===== config.mk =====
export PLATFORM = sky130hd
export DESIGN_NAME = irq_conditioner_flat
export DESIGN_NICKNAME = d
export VERILOG_FILES = /design/src/rtl/irq_pkg.sv /design/src/rtl/irq_conditioner_if.sv /design/src/rtl/irq_debounce.sv /design/src/rtl/irq_conditioner.sv /design/src/flat_wrapper.sv
export SDC_FILE = /design/constraint.sdc
export NUM_CORES = 1
export LEC_CHECK = 0
export ABC_AREA = 1
export CAP_MARGIN = 20
export CORE_ASPECT_RATIO = 0.8
export CORE_MARGIN = 4
export CORE_UTILIZATION = 40
export CTS_CLUSTER_DIAMETER = 150
export DETAILED_ROUTE_END_ITERATION = 16
export GPL_ROUTABILITY_DRIVEN = 0
export SLEW_MARGIN = 10
export SYNTH_ARGS = -nofsm -noshare
export SYNTH_HDL_FRONTEND = slang
export SYNTH_SLANG_ARGS = --single-unit

===== constraint.sdc =====
create_clock -name clk -period 1.6 [get_ports clk]
set_clock_uncertainty 0.1 [all_clocks]
set_input_delay 0.48 -clock clk [delete_from_list [all_inputs] [get_ports clk]]
set_output_delay 0.48 -clock clk [all_outputs]
set_load 0.05 [all_outputs]

===== src/rtl/irq_pkg.sv =====
// Shared constants and the priority encoder for the interrupt conditioner.
package irq_pkg;

    localparam int IRQ_ID_W  = 2;
    localparam int N_IRQ_MAX = 4;

    // Returns the highest set index of the masked pending vector, 0 when none is set.
    function automatic logic [IRQ_ID_W-1:0] irq_prio_enc(input logic [N_IRQ_MAX-1:0] req_vec);
        logic [IRQ_ID_W-1:0] id;
        id = '0;
        for (int i = 0; i < N_IRQ_MAX; i++) begin
            if (req_vec[i]) begin
                id = IRQ_ID_W'(i);
            end
        end
        return id;
    endfunction

endpackage


===== src/rtl/irq_conditioner_if.sv =====
// Pin/CPU side bundle of the interrupt conditioner.
//
// Handshake: irq_req is a level that stays high while any enabled line is
// pending; irq_id is valid whenever irq_req is high. The CPU answers with
// irq_ack high for exactly one cycle together with irq_ack_id; there is no
// ready signal because the conditioner accepts an ack on every cycle.
// irq_stable exposes the debounced line levels for observation.
interface irq_conditioner_if #(
    parameter int N_IRQ = 3
);
    import irq_pkg::*;

    logic [N_IRQ-1:0]    irq_raw;
    logic [N_IRQ-1:0]    irq_en;
    logic                irq_ack;
    logic [IRQ_ID_W-1:0] irq_ack_id;
    logic                irq_req;
    logic [IRQ_ID_W-1:0] irq_id;
    logic [N_IRQ-1:0]    irq_pending;
    logic [N_IRQ-1:0]    irq_overrun;
    logic [N_IRQ-1:0]    irq_stable;

    modport master (
        output irq_raw, irq_en, irq_ack, irq_ack_id,
        input  irq_req, irq_id, irq_pending, irq_overrun, irq_stable
    );

    modport slave (
        input  irq_raw, irq_en, irq_ack, irq_ack_id,
        output irq_req, irq_id, irq_pending, irq_overrun, irq_stable
    );

endinterface


===== src/rtl/irq_debounce.sv =====
// One interrupt line: two-flop synchroniser, stable-sample counter and the
// accepted (debounced) level, plus a pulse on the accepted 0->1 change.
module irq_debounce #(
    parameter int DEBOUNCE_CYCLES = 16
) (
    input  logic clk,
    input  logic rst,
    input  logic raw,
    output logic stable,
    output logic rise
);
    localparam int CNT_W = $clog2(DEBOUNCE_CYCLES + 1);

    logic             sync1_q, sync1_d;
    logic             sync2_q, sync2_d;
    logic             stable_q, stable_d;
    logic [CNT_W-1:0] cnt_q, cnt_d;

    // Next-state: shift the synchroniser, count samples that disagree with the
    // accepted level and accept the new level on the last one of a full run.
    always_comb begin
        sync1_d  = raw;
        sync2_d  = sync1_q;
        stable_d = stable_q;
        cnt_d    = cnt_q;
        if (sync2_q == stable_q) begin
            cnt_d = '0;
        end else if (cnt_q == CNT_W'(DEBOUNCE_CYCLES - 1)) begin
            stable_d = sync2_q;
            cnt_d    = '0;
        end else begin
            cnt_d = cnt_q + CNT_W'(1);
        end
    end

    // State registers; reset discards any partial count.
    always_ff @(posedge clk) begin
        if (rst) begin
            sync1_q  <= 1'b0;
            sync2_q  <= 1'b0;
            stable_q <= 1'b0;
            cnt_q    <= '0;
        end else begin
            sync1_q  <= sync1_d;
            sync2_q  <= sync2_d;
            stable_q <= stable_d;
            cnt_q    <= cnt_d;
        end
    end

    assign stable = stable_q;
    assign rise   = stable_d & ~stable_q;

endmodule


===== src/rtl/irq_conditioner.sv =====
// Interrupt conditioner top: per-line debounce, sticky pending/overrun bits,
// ack decode and highest-index-wins request encoding.
module irq_conditioner
    import irq_pkg::*;
#(
    parameter int N_IRQ           = 3,
    parameter int DEBOUNCE_CYCLES = 16
) (
    input logic               clk,
    input logic               rst,
    irq_conditioner_if.slave  bus
);
    logic [N_IRQ-1:0]     rise;
    logic [N_IRQ-1:0]     stable;
    logic [N_IRQ-1:0]     pending_q, pending_d;
    logic [N_IRQ-1:0]     overrun_q, overrun_d;
    logic [N_IRQ-1:0]     ack_match;
    logic [N_IRQ_MAX-1:0] masked_ext;

    for (genvar g = 0; g < N_IRQ; g++) begin : g_line
        irq_debounce #(
            .DEBOUNCE_CYCLES(DEBOUNCE_CYCLES)
        ) u_debounce (
            .clk   (clk),
            .rst   (rst),
            .raw   (bus.irq_raw[g]),
            .stable(stable[g]),
            .rise  (rise[g])
        );
    end

    // Pending/overrun next-state: a new edge always beats a same-cycle ack,
    // and an ID outside the implemented lines matches nothing.
    always_comb begin
        pending_d = pending_q;
        overrun_d = overrun_q;
        ack_match = '0;
        for (int i = 0; i < N_IRQ; i++) begin
            ack_match[i] = bus.irq_ack && (bus.irq_ack_id == IRQ_ID_W'(i));
            if (rise[i] && pending_q[i] && !ack_match[i]) begin
                overrun_d[i] = 1'b1;
            end else if (rise[i]) begin
                pending_d[i] = 1'b1;
            end else if (ack_match[i]) begin
                pending_d[i] = 1'b0;
                overrun_d[i] = 1'b0;
            end
        end
    end

    // Sticky pending and overrun registers.
    always_ff @(posedge clk) begin
        if (rst) begin
            pending_q <= '0;
            overrun_q <= '0;
        end else begin
            pending_q <= pending_d;
            overrun_q <= overrun_d;
        end
    end

    // Request and ID derived from registered pending bits and the live enables.
    always_comb begin
        masked_ext           = '0;
        masked_ext[N_IRQ-1:0] = pending_q & bus.irq_en;
    end

    assign bus.irq_req     = |masked_ext;
    assign bus.irq_id      = irq_prio_enc(masked_ext);
    assign bus.irq_pending = pending_q;
    assign bus.irq_overrun = overrun_q;
    assign bus.irq_stable  = stable;

endmodule


===== src/flat_wrapper.sv =====
// flat-port wrapper written by rule: the top's interface ports become plain ports
module irq_conditioner_flat import irq_pkg::*;
#(
    parameter int N_IRQ           = 3,
    parameter int DEBOUNCE_CYCLES = 16
)
  (clk, rst, bus_irq_raw, bus_irq_en, bus_irq_ack, bus_irq_ack_id, bus_irq_req, bus_irq_id, bus_irq_pending, bus_irq_overrun, bus_irq_stable);
  irq_conditioner_if #(.N_IRQ(N_IRQ)) bus_i ();
  input logic clk;
  input logic rst;
  input wire logic [$bits(bus_i.irq_raw)-1:0] bus_irq_raw;
  input wire logic [$bits(bus_i.irq_en)-1:0] bus_irq_en;
  input wire logic [$bits(bus_i.irq_ack)-1:0] bus_irq_ack;
  input wire logic [$bits(bus_i.irq_ack_id)-1:0] bus_irq_ack_id;
  output wire logic [$bits(bus_i.irq_req)-1:0] bus_irq_req;
  output wire logic [$bits(bus_i.irq_id)-1:0] bus_irq_id;
  output wire logic [$bits(bus_i.irq_pending)-1:0] bus_irq_pending;
  output wire logic [$bits(bus_i.irq_overrun)-1:0] bus_irq_overrun;
  output wire logic [$bits(bus_i.irq_stable)-1:0] bus_irq_stable;
  assign bus_i.irq_raw = bus_irq_raw;
  assign bus_i.irq_en = bus_irq_en;
  assign bus_i.irq_ack = bus_irq_ack;
  assign bus_i.irq_ack_id = bus_irq_ack_id;
  assign bus_irq_req = bus_i.irq_req;
  assign bus_irq_id = bus_i.irq_id;
  assign bus_irq_pending = bus_i.irq_pending;
  assign bus_irq_overrun = bus_i.irq_overrun;
  assign bus_irq_stable = bus_i.irq_stable;
  irq_conditioner #(.N_IRQ(N_IRQ), .DEBOUNCE_CYCLES(DEBOUNCE_CYCLES)) u_core (.clk(clk), .rst(rst), .bus(bus_i));
endmodule

==> reports/results.ini, run 1 <==
[critical_path]
end_kind = output port
worstPathArrival_ns = 1.07
worstPathRequired_ns = 1.02
cp-start-kind = register
rrSetupSlack_ns = 0.13
worstSetupPathType = reg2out
cp_max_fo = 2

[floorplanning]
die_w_um = 70.31
die_height_um = 57.85
io_pins = 23
die_area_um2 = 4067
initial_utilization_pct = 43.27
coreArea_um2 = 2872
num_rows = 17

[timing]
finalCritPeriodShare_pct = 103.2
clock.fmax_ghz = 0.6054
finalHoldViolCount = 0
slew_headroom_pct = 77.44
slew_violations = 0
finalSetupViolCount = 1
fin_crit_ns = 1.652
worstMarginPinSlew_ns = 0.3373
fin_ws_ns = -0.05167
rsz0062_at_grt = true

[cells_and_area]
drive_above_1_share_pct = 23.53
n_fill_cell = 254
instances_no_fill = 225
antenna_cells = 0
syn_to_final_growth_pct = 41.89
layout.nets = 205

[pwr]
power_switching_uw = 284.6
pwr-share-clk_pct = 41.2
internal_power_mw = 1.118
leakage_nw = 0.7035
seqPwrFrac_pct = 54.1
peakVddDrop_mv = 0.5706
switching_share_pct = 20.30
p_per_area_nw_per_um2 = 795.3
combPwrFrac_pct = 4.7

[grt]
grt_pass1_wl_um = 4071
grt_overflow = 0
grt_usage_pct = 13.09
antenna_found_initial = 0
grt_pass1_vias = 1005
grt_start_max_net_pins = 9

[drt]
wirelength_um = 2388
routedWlPerCell_um = 10.61
drtIter0Drc = 43
via_per_inst = 4.547
drcViolationCount = 0
drtPass1Iterations = 4
ant_nets = 0
vias = 1023

[run_status]
violations = setup timing
outcome = finished, violations left

[clock_tree]
cts_htree_levels = 2
clkTransAtPathRegs_ns = 0.06
cts_sinks = 30
cts_tree = yes
root_buffer = clkbuf_8
clock_latency_ns = 0.27
cts-buffers-inserted = 5
clockBufferDepth = 2
hold_buffers = 0

[synth]
syn_area_per_cell_um2 = 7.864
synth.distinct_cells = 18
synthCells = 158
ys_ff_latch = 30
synthesis.area_um2 = 1242
syn_nets = 175
yosysWarnings = 0
synth_seq_area_share_pct = 48.34

[placed_design]
dpl_worst_slack_ns = -0.4736
io_buffer_count = 22
dpl.hpwl_um = 1851
post-place-cells = 218

[hold_path]
hp-class = reg2reg

[run]
maxCapViolations = 0

==> state kept, by name (all words and copies together), names as in the netlist <==
| name | count |
|---|---|
| u_core.g_line.u_debounce.stable | 3 |
| u_core.g_line.u_debounce.sync1_q | 3 |
| u_core.g_line.u_debounce.sync2_q | 3 |
| u_core.g_line.u_debounce.cnt_q | 15 |
| u_core.bus.irq_pending | 3 |
| u_core.bus.irq_overrun | 3 |
==> layer usage <==
layer	vias up	GRT usage [%]	routed length, um
li1	546	-	-
met2	14	23.47	1197
met3	6	4.333	97
met4	0	9.290	69
met5	-	0	0
met1	457	12.79	1023
==> critical path, cell delays in order (launching register included) <==
cell        delay (ns)
dfxtp_4           0.36
nand2_8           0.06
clkinvlp_4        0.11
nor2_4            0.11
buf_12            0.14
==> cell usage after synthesis <==
master	number	area, um2
nand2_1	27	101.4
a21oi_1	7	35.03
nor3b_2	2	25.02
nand3_1	8	40.04
a21boi_0	2	15.01
inv_1	29	108.9
nand4_1	3	18.77
nor2_1	31	116.4
nor3_1	1	5.000
inv_2	1	3.750
a211oi_1	2	15.01
nor2_2	1	6.260
dfxtp_1	30	600.6
o21ai_0	1	5.000
nand3_2	2	20.02
buf_4	4	30.03
ha_1	6	75.07
nand4_4	1	21.27
==> layout make-up <==
class	instances	area, um2	area share [%]
inverter	30	116.4	6.600
tap	38	47.55	2.697
timing repair buffer	27	367.9	20.87
multi-input combinational	94	538.0	30.52
clock buffer	6	82.58	4.684
sequential	30	610.6	34.63
==> layout by cell type (no fill, tap or decap), types with 2 or more instances in the layout <==
cell type	instances
nor2_2	2
dfxtp_2	2
inv_1	28
dfxtp_4	2
nand4_1	3
a21boi_0	2
nor2_1	29
nand3_2	3
clkdlybuf4s50_1	7
nor3b_2	2
a211oi_1	2
nand2_1	25
dfxtp_1	26
nand3_1	7
ha_2	2
clkbuf_8	6
a21oi_1	7
buf_4	5
buf_12	12
ha_1	4
==> metrics by stage <==
| stage | hold slack (ns) | cell area (um2) | utilization (%) | power (mW) | TNS (ns) |
|---|---|---|---|---|---|
| floorplan | 0.2883 | 1277 | - | 0.8031 | -0.1440 |
| global placement | 0.2924 | 1665 | 58.00 | 0.8438 | -1.942 |
| detailed placement | 0.2949 | 1665 | 58.00 | 0.8459 | -2.121 |
| CTS | 0.3017 | 1755 | 61.13 | 1.425 | -0.06486 |
| global route | 0.3272 | 1763 | 61.39 | 1.473 | -0.08914 |
| finish | 0.2986 | 1763 | 61.39 | 1.402 | -0.05167 |
==> power by group through the flow <==
stage	logic [mW]	registers (mW)	clock network, mW
final	0.0655	0.759	0.577
after global routing	0.0735	0.760	0.640
after CTS	0.0655	0.760	0.599
after detailed placement	0.0674	0.778	0
after global placement	0.0660	0.778	0
after floorplan	0.0260	0.777	0
==> kinds of logic (layout without fill, tap and decap cells) <==
kind of cell / after synthesis / after routing / share of synthesized area [%]
compound gates: 12 / 12 / 5.638
fa+ha+maj: 6 / 6 / 6.042
buf+inv: 34 / 63 / 11.48
flops: 30 / 30 / 48.34
simple gates: 76 / 76 / 28.50
==> what timing repair did <==
action                     in CTS  in global routing
pin swaps                       3                  6
resized for setup              10                  7
hold endpoints to repair        0                  0
setup buffers                   1                  0
setup endpoints to repair       3                  7
==> worst paths after layout <==
| kind | startpoint | to | cells after the start |
|---|---|---|---|
| min reg2reg | u_core.g_line[2].u_debounce.sync1_q | u_core.g_line[2].u_debounce.sync2_q | 2 |
| max reg2reg | u_core.g_line[0].u_debounce.cnt_q[0] | u_core.g_line[0].u_debounce.cnt_q[2] | 7 |
| max | u_core.bus.irq_pending[2] | bus_irq_id[0] | 4 |
| min | u_core.g_line[2].u_debounce.sync1_q | u_core.g_line[2].u_debounce.sync2_q | 2 |
Note: power is estimated with default switching activity, not from simulation.
==> run 2, diff against run 1 <==
SKIP_LAST_GASP = 1   (was unset)
==> results of run 2 <==
Same layout as run 1: the final DEF is identical, and so are final timing and power.
==> run 3, diff against run 2 <==
ABC_AREA = unset   (was 1)
CORE_UTILIZATION = 52   (was 40)
CTS_BUF_LIST = sky130_fd_sc_hd__clkbuf_2 sky130_fd_sc_hd__clkbuf_4 sky130_fd_sc_hd__clkbuf_8   (was unset)
PLACE_DENSITY = 0.8   (was unset)
==> run 3 against run 2 <==
Compared with the run above: the flow still finishes with violations (setup timing); die area is 24% lower; global-route usage is 9.0 points higher; highest routed layer unchanged; sequential share of layout area is 2.8 points lower; critical path type is now in2out; combinational power is 11% higher.
==> reports/results.ini, run 3 <==
[grt]
grt_overflow = 0  ; unchanged
grt_usage_pct = 22.07  ; +9.0 points
grt_pass1_wl_um = 4678  ; +15%
grt_start_max_net_pins = 11  ; +2
antenna_found_initial = 0  ; unchanged
grt_pass1_vias = 1067  ; +6.2%

[drt]
drcViolationCount = 0  ; unchanged
wirelength_um = 3360  ; +41%
ant_nets = 0  ; unchanged
drtIter0Drc = 52  ; +21%
drtPass1Iterations = 4  ; unchanged
via_per_inst = 5.527  ; +22%
routedWlPerCell_um = 18.06  ; +70%
vias = 1028  ; +0.49%

[floorplanning]
die_w_um = 61.31  ; -13%
coreArea_um2 = 2158  ; -25%
die_area_um2 = 3105  ; -24%
num_rows = 15  ; -2
initial_utilization_pct = 54.78  ; +12 points
io_pins = 23  ; unchanged
die_height_um = 50.65  ; -12%

[critical_path]
cp-start-kind = input pin
worstPathRequired_ns = 1.02  ; about the same
worstSetupPathType = in2out
cp_max_fo = 2  ; unchanged
end_kind = output port
worstPathArrival_ns = 1.31  ; +0.24 ns

[timing]
fin_crit_ns = 1.885  ; +0.2336 ns
worstMarginPinSlew_ns = 0.3459  ; +0.008574 ns
rsz0062_at_grt = true
slew_headroom_pct = 76.87  ; -0.57 points
finalCritPeriodShare_pct = 117.8  ; +15 points
timing.hold.ws_ns = 0.3311  ; +0.03251 ns
finalSetupViolCount = 4  ; +3
fin_ws_ns = -0.2852  ; -0.2336 ns
clock.fmax_ghz = 0.5304  ; -12%
finalHoldViolCount = 0  ; unchanged
slew_violations = 0  ; unchanged

[synth]
synth_seq_area_share_pct = 50.79  ; +2.5 points
yosys-top-cells-count = 30 x dfxtp_1, 19 x nor2_1, 7 x inv_1
synth_adder_area_share_pct = 6.349  ; +0.31 points
synthCells = 120  ; -24%
synth.distinct_cells = 24  ; +6
synth_ff_type = dfxtp_1
ys_ff_latch = 30  ; unchanged
synth_compound_area_share_pct = 4.868  ; -0.77 points
synthSimpleGateAreaFrac_pct = 23.81  ; -4.7 points
synthTopCellsByArea = dfxtp_1 51%, ha_1 6.3%, nor2_1 6.0%
synth_top_family_by_area = simple AND/OR/NAND/NOR gates
syn_nets = 137  ; -22%
synth_top_area_share_pct = 50.79  ; +2.5 points
synthArstFlopShare_pct = 0  ; unchanged
synth_xor_area_share_pct = 6.667  ; +6.7 points
synthesis.area_um2 = 1182  ; -4.8%
yosysWarnings = 0  ; unchanged
synth.area.mux_share_pct = 2.540  ; +2.5 points
syn_area_per_cell_um2 = 9.853  ; +25%
synth-edff-count = 0  ; unchanged
yosysTopAreaCell = dfxtp_1
yosysMostFrequentCell = dfxtp_1

[cells_and_area]
seq_area_um2 = 613.1  ; +0.41%
utilization_pct = 89.16  ; +28 points
n_fill_cell = 80  ; -69%
syn_to_final_growth_pct = 62.75
layout_commonest_cell = dfxtp_1
multiInputGateArea_um2 = 671.9  ; +25%
instances_no_fill = 186  ; -17%
final_cell_mix = 24 x dfxtp_1, 15 x buf_4, 13 x buf_12
antenna_cells = 0  ; unchanged
largest_reg_flops = 15  ; unchanged
largest_register = u_core.g_line.u_debounce.cnt_q
layout.nets = 177  ; -14%
drive_above_1_share_pct = 45.34  ; +22 points
final_area_um2 = 1924  ; +9.2%

[pwr]
internal_power_mw = 1.322  ; +18%
p_per_area_nw_per_um2 = 842.8  ; +6.0%
switching_share_pct = 18.47  ; -1.8 points
seqPwrFrac_pct = 46.8  ; -7.3 points
combPwrFrac_pct = 4.5  ; -0.2 points
pwr-share-clk_pct = 48.7  ; +7.5 points
power_switching_uw = 299.6  ; +5.3%
peakVddDrop_mv = 0.9951  ; +74%
leakage_nw = 0.7098  ; +0.89%

[clock_tree]
clockBufferDepth = 2  ; unchanged
cts-buffers-inserted = 5  ; unchanged
cts_tree = yes
cts_htree_levels = 2  ; unchanged
hold_buffers = 0  ; unchanged
root_buffer = clkbuf_4
cts_sinks = 30  ; unchanged
clkTransAtPathRegs_ns = 0.09  ; +0.03 ns
clock_latency_ns = 0.33  ; +0.06 ns

[placed_design]
placed_cell_area_um2 = 1630  ; -2.1%
dpl.hpwl_um = 1775  ; -4.1%
post-place-cells = 174  ; -20%
io_buffer_count = 22  ; unchanged
dpl_worst_slack_ns = -0.4517  ; +0.02188 ns

[hold_path]
hp-class = reg2reg

[run]
maxCapViolations = 0  ; unchanged

[run_status]
outcome = finished, violations left
violations = setup timing

==> run 3: cell count changes in the layout (fill, tap and decap cells not counted), moves of 4 or more <==
cell	previous run	this run
buf_4	5	15
clkbuf_4	0	5
clkbuf_8	6	1
ha_1	4	0
ha_4	0	4
inv_1	28	6
nand2_1	25	3
nand3b_1	0	5
nor2_1	29	9
nor2_2	2	9
nor2b_1	0	6
xnor2_1	0	6
==> run 3: cell families after synthesis <==
logic type               count (synthesis)
XOR/XNOR                                 9
buffers and inverters                   12
adder cells (fa/ha/maj)                  6
AND/OR/NAND/NOR                         50
flip-flops                              30
AO/OA/AOI/OAI                           10
multiplexers                             3
==> run 3: worst paths after layout <==
check	from	end	slack, ns	cells past startpoint
worst max register to register	u_core.g_line[1].u_debounce.cnt_q[0]	u_core.bus.irq_overrun[1]	-0.10	6
worst max-delay path	bus_irq_en[2]	bus_irq_req	-0.29	5
worst min-delay path	u_core.g_line[2].u_debounce.cnt_q[0]	u_core.g_line[2].u_debounce.cnt_q[0]	0.33	1
worst min register to register	u_core.g_line[2].u_debounce.cnt_q[0]	u_core.g_line[2].u_debounce.cnt_q[0]	0.33	1
==> run 3: worst max-delay path, stage by stage <==
cell and delay [ns]:
clkdlybuf4s15_1 0.23, and2_4 0.19, a221oi_4 0.18, inv_2 0.07
buf_12 0.15
==> run 3: per-layer routing <==
| metal | vias to the layer above | share of wire (%) | global-route usage [%] | wire (um) |
|---|---|---|---|---|
| li1 | 479 | - | - | - |
| met1 | 490 | 38 | 20.03 | 1277 |
| met2 | 51 | 51 | 38.38 | 1729 |
| met3 | 8 | 8.2 | 9.769 | 275 |
| met4 | 0 | 2.3 | 14.44 | 78 |
| met5 | - | 0 | 0 | 0 |
==> run 3: layout make-up <==
cell class | count | area share [%]
multi-input combinational | 78 | 34.92
tap | 25 | 1.625
sequential | 30 | 31.86
clock buffer | 6 | 2.666
timing repair buffer | 38 | 24.45
clock inverter | 2 | 3.121
inverter | 7 | 1.365
==> run 3: what timing repair did <==
action	4_1_cts	5_1_grt
setup buffers	3	1
pin swaps	7	7
gates resized for setup	14	25
setup endpoints to repair	21	24
==> run 3: through the flow <==
stage | total power, mW | TNS, ns
finish | 1.622 | -0.8030
global route | 1.682 | -0.9038
detailed placement | 0.8439 | -4.210
global placement | 0.8401 | -3.791
CTS | 1.623 | -0.5321
floorplan | 0.8020 | -0.05863
==> run 3: power groups by stage <==
stage | Clock (mW) | Combinational (mW) | Sequential [mW]
after floorplan | 0 | 0.0249 | 0.777
after global placement | 0 | 0.0626 | 0.777
after detailed placement | 0 | 0.0659 | 0.778
after CTS | 0.797 | 0.0663 | 0.759
after global routing | 0.843 | 0.0774 | 0.761
final | 0.790 | 0.0729 | 0.759
